===== config.mk =====
export PLATFORM = sky130hd
export DESIGN_NAME = run_controller_flat
export DESIGN_NICKNAME = d
export VERILOG_FILES = /design/src/rtl/run_controller_if.sv /design/src/rtl/run_controller.sv /design/src/flat_wrapper.sv
export SDC_FILE = /design/constraint.sdc
export NUM_CORES = 1
export LEC_CHECK = 0
export CORE_ASPECT_RATIO = 1.1
export CORE_UTILIZATION = 50
export DETAILED_ROUTE_END_ITERATION = 16
export PLACE_DENSITY = 0.81
export SLEW_MARGIN = 20
export SYNTH_ARGS = -nofsm -noshare
export SYNTH_HDL_FRONTEND = slang
export SYNTH_SLANG_ARGS = --single-unit

===== constraint.sdc =====
create_clock -name clk -period 3.3 [get_ports clk]
set_clock_uncertainty 0.1 [all_clocks]
set_input_delay 0.33 -clock clk [delete_from_list [all_inputs] [get_ports clk]]
set_output_delay 0.33 -clock clk [all_outputs]
set_load 0.005 [all_outputs]

===== src/rtl/run_controller_if.sv =====
// Host-facing request/response channel of the run controller.
// The host drives the master modport; the controller uses the slave modport.
interface run_controller_if #(
  parameter int CNT_W = 16
);
  logic             req_valid;
  logic             req_ready;
  logic             abort;
  logic             rsp_valid;
  logic             rsp_ready;
  logic [CNT_W-1:0] rsp_cycles;
  logic             rsp_timeout;
  logic             rsp_aborted;

  modport master (
    output req_valid, abort, rsp_ready,
    input  req_ready, rsp_valid, rsp_cycles, rsp_timeout, rsp_aborted
  );

  modport slave (
    input  req_valid, abort, rsp_ready,
    output req_ready, rsp_valid, rsp_cycles, rsp_timeout, rsp_aborted
  );
endinterface


===== src/rtl/run_controller.sv =====
// Host-side sequencer: holds the core in start for a fixed number of cycles,
// counts execution cycles until done/abort/timeout and reports the result.
module run_controller #(
  parameter int CNT_W        = 16,
  parameter int START_CYCLES = 2,
  parameter int TIMEOUT      = 1000
) (
  input  logic             clk,
  input  logic             rst_n,
  run_controller_if.slave  host,
  output logic             start,
  input  logic             done,
  output logic             busy
);

  localparam int SC_W = 4;
  localparam logic [SC_W-1:0]  LAST_SC = SC_W'(START_CYCLES - 1);
  localparam logic [CNT_W-1:0] TO_CNT  = CNT_W'(TIMEOUT);

  typedef enum logic [1:0] {
    S_IDLE   = 2'd0,
    S_START  = 2'd1,
    S_RUN    = 2'd2,
    S_REPORT = 2'd3
  } state_t;

  state_t           state_q, state_d;
  logic [SC_W-1:0]  scnt_q;
  logic [CNT_W-1:0] cnt_q;
  logic [CNT_W-1:0] cnt_now;

  logic             start_q, busy_q, rsp_vld_q;
  logic             start_d, busy_d, rsp_vld_d;
  logic [CNT_W-1:0] rsp_cycles_q;
  logic             rsp_timeout_q, rsp_aborted_q;

  logic             lat_en;
  logic [CNT_W-1:0] lat_cycles;
  logic             lat_timeout, lat_aborted;

  // cnt_q holds completed RUN cycles, so the cycle being evaluated is cnt_q + 1
  assign cnt_now = cnt_q + CNT_W'(1);

  always_ff @(posedge clk or negedge rst_n) begin
    if (!rst_n) begin
      state_q       <= S_IDLE;
      scnt_q        <= '0;
      cnt_q         <= '0;
      start_q       <= 1'b0;
      busy_q        <= 1'b0;
      rsp_vld_q     <= 1'b0;
      rsp_cycles_q  <= '0;
      rsp_timeout_q <= 1'b0;
      rsp_aborted_q <= 1'b0;
    end else begin
      state_q   <= state_d;
      start_q   <= start_d;
      busy_q    <= busy_d;
      rsp_vld_q <= rsp_vld_d;
      scnt_q    <= (state_q == S_START) ? scnt_q + SC_W'(1) : '0;
      cnt_q     <= (state_q == S_RUN)   ? cnt_now           : '0;
      if (lat_en) begin
        rsp_cycles_q  <= lat_cycles;
        rsp_timeout_q <= lat_timeout;
        rsp_aborted_q <= lat_aborted;
      end
    end
  end

  always_comb begin
    state_d = state_q;
    unique case (state_q)
      S_IDLE:   if (host.req_valid) state_d = S_START;
      S_START: begin
        if (host.abort)            state_d = S_REPORT;
        else if (scnt_q == LAST_SC) state_d = S_RUN;
      end
      S_RUN:    if (done || host.abort || (cnt_now == TO_CNT)) state_d = S_REPORT;
      S_REPORT: if (host.rsp_ready) state_d = S_IDLE;
      default:  state_d = S_IDLE;
    endcase
  end

  // Registered outputs follow the next state; result fields use done > abort > timeout.
  always_comb begin
    start_d     = (state_d == S_START);
    busy_d      = (state_d == S_START) || (state_d == S_RUN);
    rsp_vld_d   = (state_d == S_REPORT);
    lat_en      = 1'b0;
    lat_cycles  = '0;
    lat_timeout = 1'b0;
    lat_aborted = 1'b0;
    if (state_q == S_START && host.abort) begin
      lat_en      = 1'b1;
      lat_aborted = 1'b1;
    end else if (state_q == S_RUN) begin
      if (done) begin
        lat_en     = 1'b1;
        lat_cycles = cnt_now;
      end else if (host.abort) begin
        lat_en      = 1'b1;
        lat_cycles  = cnt_now;
        lat_aborted = 1'b1;
      end else if (cnt_now == TO_CNT) begin
        lat_en      = 1'b1;
        lat_cycles  = cnt_now;
        lat_timeout = 1'b1;
      end
    end
  end

  assign start            = start_q;
  assign busy             = busy_q;
  assign host.req_ready   = (state_q == S_IDLE);
  assign host.rsp_valid   = rsp_vld_q;
  assign host.rsp_cycles  = rsp_cycles_q;
  assign host.rsp_timeout = rsp_timeout_q;
  assign host.rsp_aborted = rsp_aborted_q;

endmodule


===== src/flat_wrapper.sv =====
// flat-port wrapper written by rule: the top's interface ports become plain ports
module run_controller_flat 
#(
  parameter int CNT_W        = 16,
  parameter int START_CYCLES = 2,
  parameter int TIMEOUT      = 1000
)
  (clk, rst_n, start, done, busy, host_req_valid, host_abort, host_rsp_ready, host_req_ready, host_rsp_valid, host_rsp_cycles, host_rsp_timeout, host_rsp_aborted);
  run_controller_if #(.CNT_W(CNT_W)) host_i ();
  input  logic clk;
  input  logic rst_n;
  output logic start;
  input  logic done;
  output logic busy;
  input wire logic [$bits(host_i.req_valid)-1:0] host_req_valid;
  input wire logic [$bits(host_i.abort)-1:0] host_abort;
  input wire logic [$bits(host_i.rsp_ready)-1:0] host_rsp_ready;
  output wire logic [$bits(host_i.req_ready)-1:0] host_req_ready;
  output wire logic [$bits(host_i.rsp_valid)-1:0] host_rsp_valid;
  output wire logic [$bits(host_i.rsp_cycles)-1:0] host_rsp_cycles;
  output wire logic [$bits(host_i.rsp_timeout)-1:0] host_rsp_timeout;
  output wire logic [$bits(host_i.rsp_aborted)-1:0] host_rsp_aborted;
  assign host_i.req_valid = host_req_valid;
  assign host_i.abort = host_abort;
  assign host_i.rsp_ready = host_rsp_ready;
  assign host_req_ready = host_i.req_ready;
  assign host_rsp_valid = host_i.rsp_valid;
  assign host_rsp_cycles = host_i.rsp_cycles;
  assign host_rsp_timeout = host_i.rsp_timeout;
  assign host_rsp_aborted = host_i.rsp_aborted;
  run_controller #(.CNT_W(CNT_W), .START_CYCLES(START_CYCLES), .TIMEOUT(TIMEOUT)) u_core (.clk(clk), .rst_n(rst_n), .host(host_i), .start(start), .done(done), .busy(busy));
endmodule

==> results list <==
- STA puts the critical path data arrival time at 3160 ps.
- CTS tree: done
* Skew-Pair Late Insertion Delay: 300 ps
- Netlist area before placement: 2400 um2
* Capturing element type of the critical path: flip-flop
- Most common cell after layout, fill and taps aside: dfrtp_1
* Synthesized area per cell: 9.07 um2
- The final count of hold timing violations was 0.
* Sum of net half-perimeters after detailed placement: 4030 um
* Worst-case clock buffer depth: 2
* Share of the core filled with cells: 61.3%
- Power share of the clock group: 25.4%
- Shortest clock period the worst path allows after layout: 3080 ps
- At the end of routability-driven placement, the weighted congestion stood at 0.882.
- Critical Path Source Type: flip-flop
* Post-synth cell types: 44
- Count of flip-flops with a built-in enable after synthesis: 0
- Type of the worst setup path: reg -> reg
- Dividing total power by cell area gives a power density of 592 nW/um2.
- In this run the number of H-tree levels came out at 2.
* Core Rows: 26
* Leakage component of the power: 0.00120 uW
- For this run, asynchronously set or reset flops after synthesis account for 100%.
- Primary flip-flop cell chosen by synthesis mapping: dfrtp_1
* YS warnings: 0
- Along the worst path, the maximum fanout reaches 12.
- The number of antenna diodes in the final layout is 0.
- The initial utilization of the core area, before any placement, comes to 52.0%.
- Share of layout cells above drive strength 1: 6.57%
- The worst pin sits at a relative slew slack of 35.7%.
- Slew @ Worst Pin: 965 ps
- Number of vias in the routed layout: 2079
- Cell internal power dissipation: 1110 uW
- Counting the buffers created by CTS gives 5.
- TritonCTS sink count: 43
- Post-CTS resize count: 0
* Layout net count: 300
- Synthesis inferred 43 register bits.
* Via-per-instance ratio: 6.03
* Largest net degree at the start of global routing: 44
- IR analysis of the VDD net gives a maximum drop of 450 uV.
- Compared with the post-synthesis result, the final layout area differs by 17.9%.
- The worst hold path belongs to the class in -> async.
- Residual DRC count: 0
- Final sum of negative setup slack: 0 ps
- Leaving out fill and tap cells, the most frequent cells in the layout are dfrtp_1 (43), nor2_1 (34), nand2_1 (28).
- The most critical setup path has its startpoint at u_core.cnt_q[0].
- Switching fraction of total power: 33.6%
- The synthesized design devotes to its leading area cell type 44.8% of total area.
- Logic gate share of total power: 31.9%
- Top achievable clock speed: 0.325 GHz
- Hold repair after CTS inserted 0 buffers.
* P_sw: 564 uW
- Setup violations remaining at the end of the flow were counted as 0.
* Count of pins over their slew limit: 0
- The tool flagged a number of max-cap violations equal to 0.
* Clock tree root driver cell: clkbuf_8
- Post-Syn Instances: 265
- After global routing the overflow that remains totals 0.
* Placed cells: 337
* Via count of the first global-routing pass: 1990
- Number of routed nets with antenna violations: 0
- In this run the vertical extent of the chip is 74.7 um.
- Count of routing violations after the opening detailed-route iteration: 175
- Cell Count, Final, Fillers Out: 345
- Area contributors post-synth: dfrtp_1 (45%), nor2_1 (5.3%), nand2_1 (4.4%)
* Wire length reported by the detailed router: 5730 um
- Clock-pin slew reported for the worst setup and hold paths after clock tree synthesis: 80 ps
- Total iterations of the first detailed-routing run: 4
- Port-buffer cells: 27
* Sequential share of power: 42.7%
* Die outline width: 68.1 um
- The die covers 5090 um2.
- First-pass GRT wire length: 9630 um
- Worst Path Required: 3390 ps
- The number of nets in the synthesized netlist is 277.
* Fin crit share: 93.3%
* Launch point of the worst reg-to-reg path: u_core.cnt_q[0]
- Of all cell types, the one taking the most synthesized area is dfrtp_1.
- Sequential fraction of the synthesis area: 44.8%
- In this run the post-CTS setup repair buffer count came out at 0.
- The core region is 4620 um2.
- Wire length per cell after detailed routing: 16.6 um
* RSZ-0062 raised after global routing: no
* Run status: completed
* Gr usage total: 26.0%
* Top-level I/O count: 28
- The initial antenna violation count was 0.
power groups by stage:
stage	sequential, uW	combinational [uW]	clock, uW
finish	716	534	426
detailed placement	722	526	0
floorplan	700	303	0
global route	730	598	452
global placement	718	516	0
CTS	712	534	435
flip-flops by register name (all words and copies together) (netlist names):
name                     cells
u_core.busy                  1
u_core.cnt_q                16
u_core.host.rsp_aborted      1
u_core.host.rsp_cycles      16
u_core.host.rsp_timeout      1
u_core.host.rsp_valid        1
u_core.scnt_q                4
u_core.start                 1
u_core.state_q               2
synth_stat cells (2+ instances only):
cell       instances
dfrtp_1           43
nor2_1            34
nand2_1           28
a21oi_1           16
o21ai_0           16
clkbuf_1          12
and3_1            10
xnor2_1           10
nand3_1            7
and2_1             6
ha_1               6
nand2b_1           5
nand4_1            5
o2111ai_1          5
o211ai_1           5
xor2_1             5
a221oi_1           4
inv_1              4
buf_2              3
mux2i_1            3
nand3b_1           3
nor3_1             3
nor3b_1            3
or3_1              3
a221o_1            2
a311o_1            2
buf_1              2
nor2b_1            2
nor4_1             2
nor4b_1            2
final cells by class:
class / instances / area [um2]
repair buffers: 33 / 310
clock buffers: 6 / 82.6
inverters: 4 / 15.0
flip-flops and latches: 43 / 1080
fillers: 401 / 1790
multi-input cells: 201 / 1240
clock inverters: 2 / 35.0
well taps: 56 / 70.1
per-layer routing:
metal | wire (um) | global-route usage (%) | part of all wire (%)
met3 | 318 | 4.39 | 5.5
met1 | 2490 | 34.6 | 43
met4 | 167 | 12.3 | 2.9
met5 | 0 | 0 | 0
met2 | 2760 | 41.2 | 48
path summary, 6_finish.rpt:
kind                                              end  slack, ps  cells after the start
min reg2reg                          u_core.scnt_q[0]        410                      1
max                         u_core.host.rsp_cycles[7]        220                      7
min in group clk                     u_core.scnt_q[0]        410                      1
max reg2reg                 u_core.host.rsp_cycles[7]        220                      7
max in group asynchronous  u_core.host.rsp_cycles[12]       2410                      1
min                                   u_core.cnt_q[5]         70                      1
worst max-delay path, stage by stage, from the launching register on:
cell and delay (ps):
dfrtp_1 490, ha_1 310, nand3_1 240, nor3_4 260, mux2i_1 130, or4b_4 620
or2_0 380, a311o_1 410
metrics by stage:
stage / total power, uW / hold WS (ps) / area, um2 / setup WS, ps
floorplan: 1000 / -65.6 / 2400 / 449
CTS: 1680 / 110 / 2830 / 283
global placement: 1230 / 383 / 2720 / 435
detailed placement: 1250 / 393 / 2720 / 299
global route: 1780 / 161 / 2830 / 61.3
finish: 1680 / 74.3 / 2830 / 222
kinds of logic after synthesis:
logic type               count (synthesis)  share of synthesized area [%]
AND/OR/NAND/NOR                        121                           26.8
AO/OA/AOI/OAI                           56                           15.1
flip-flops                              43                           44.8
buffers and inverters                   21                           3.44
XOR/XNOR                                15                           5.47
adder cells (fa/ha/maj)                  6                           3.12
multiplexers                             3                           1.25
(Power assumes the default switching activity.)
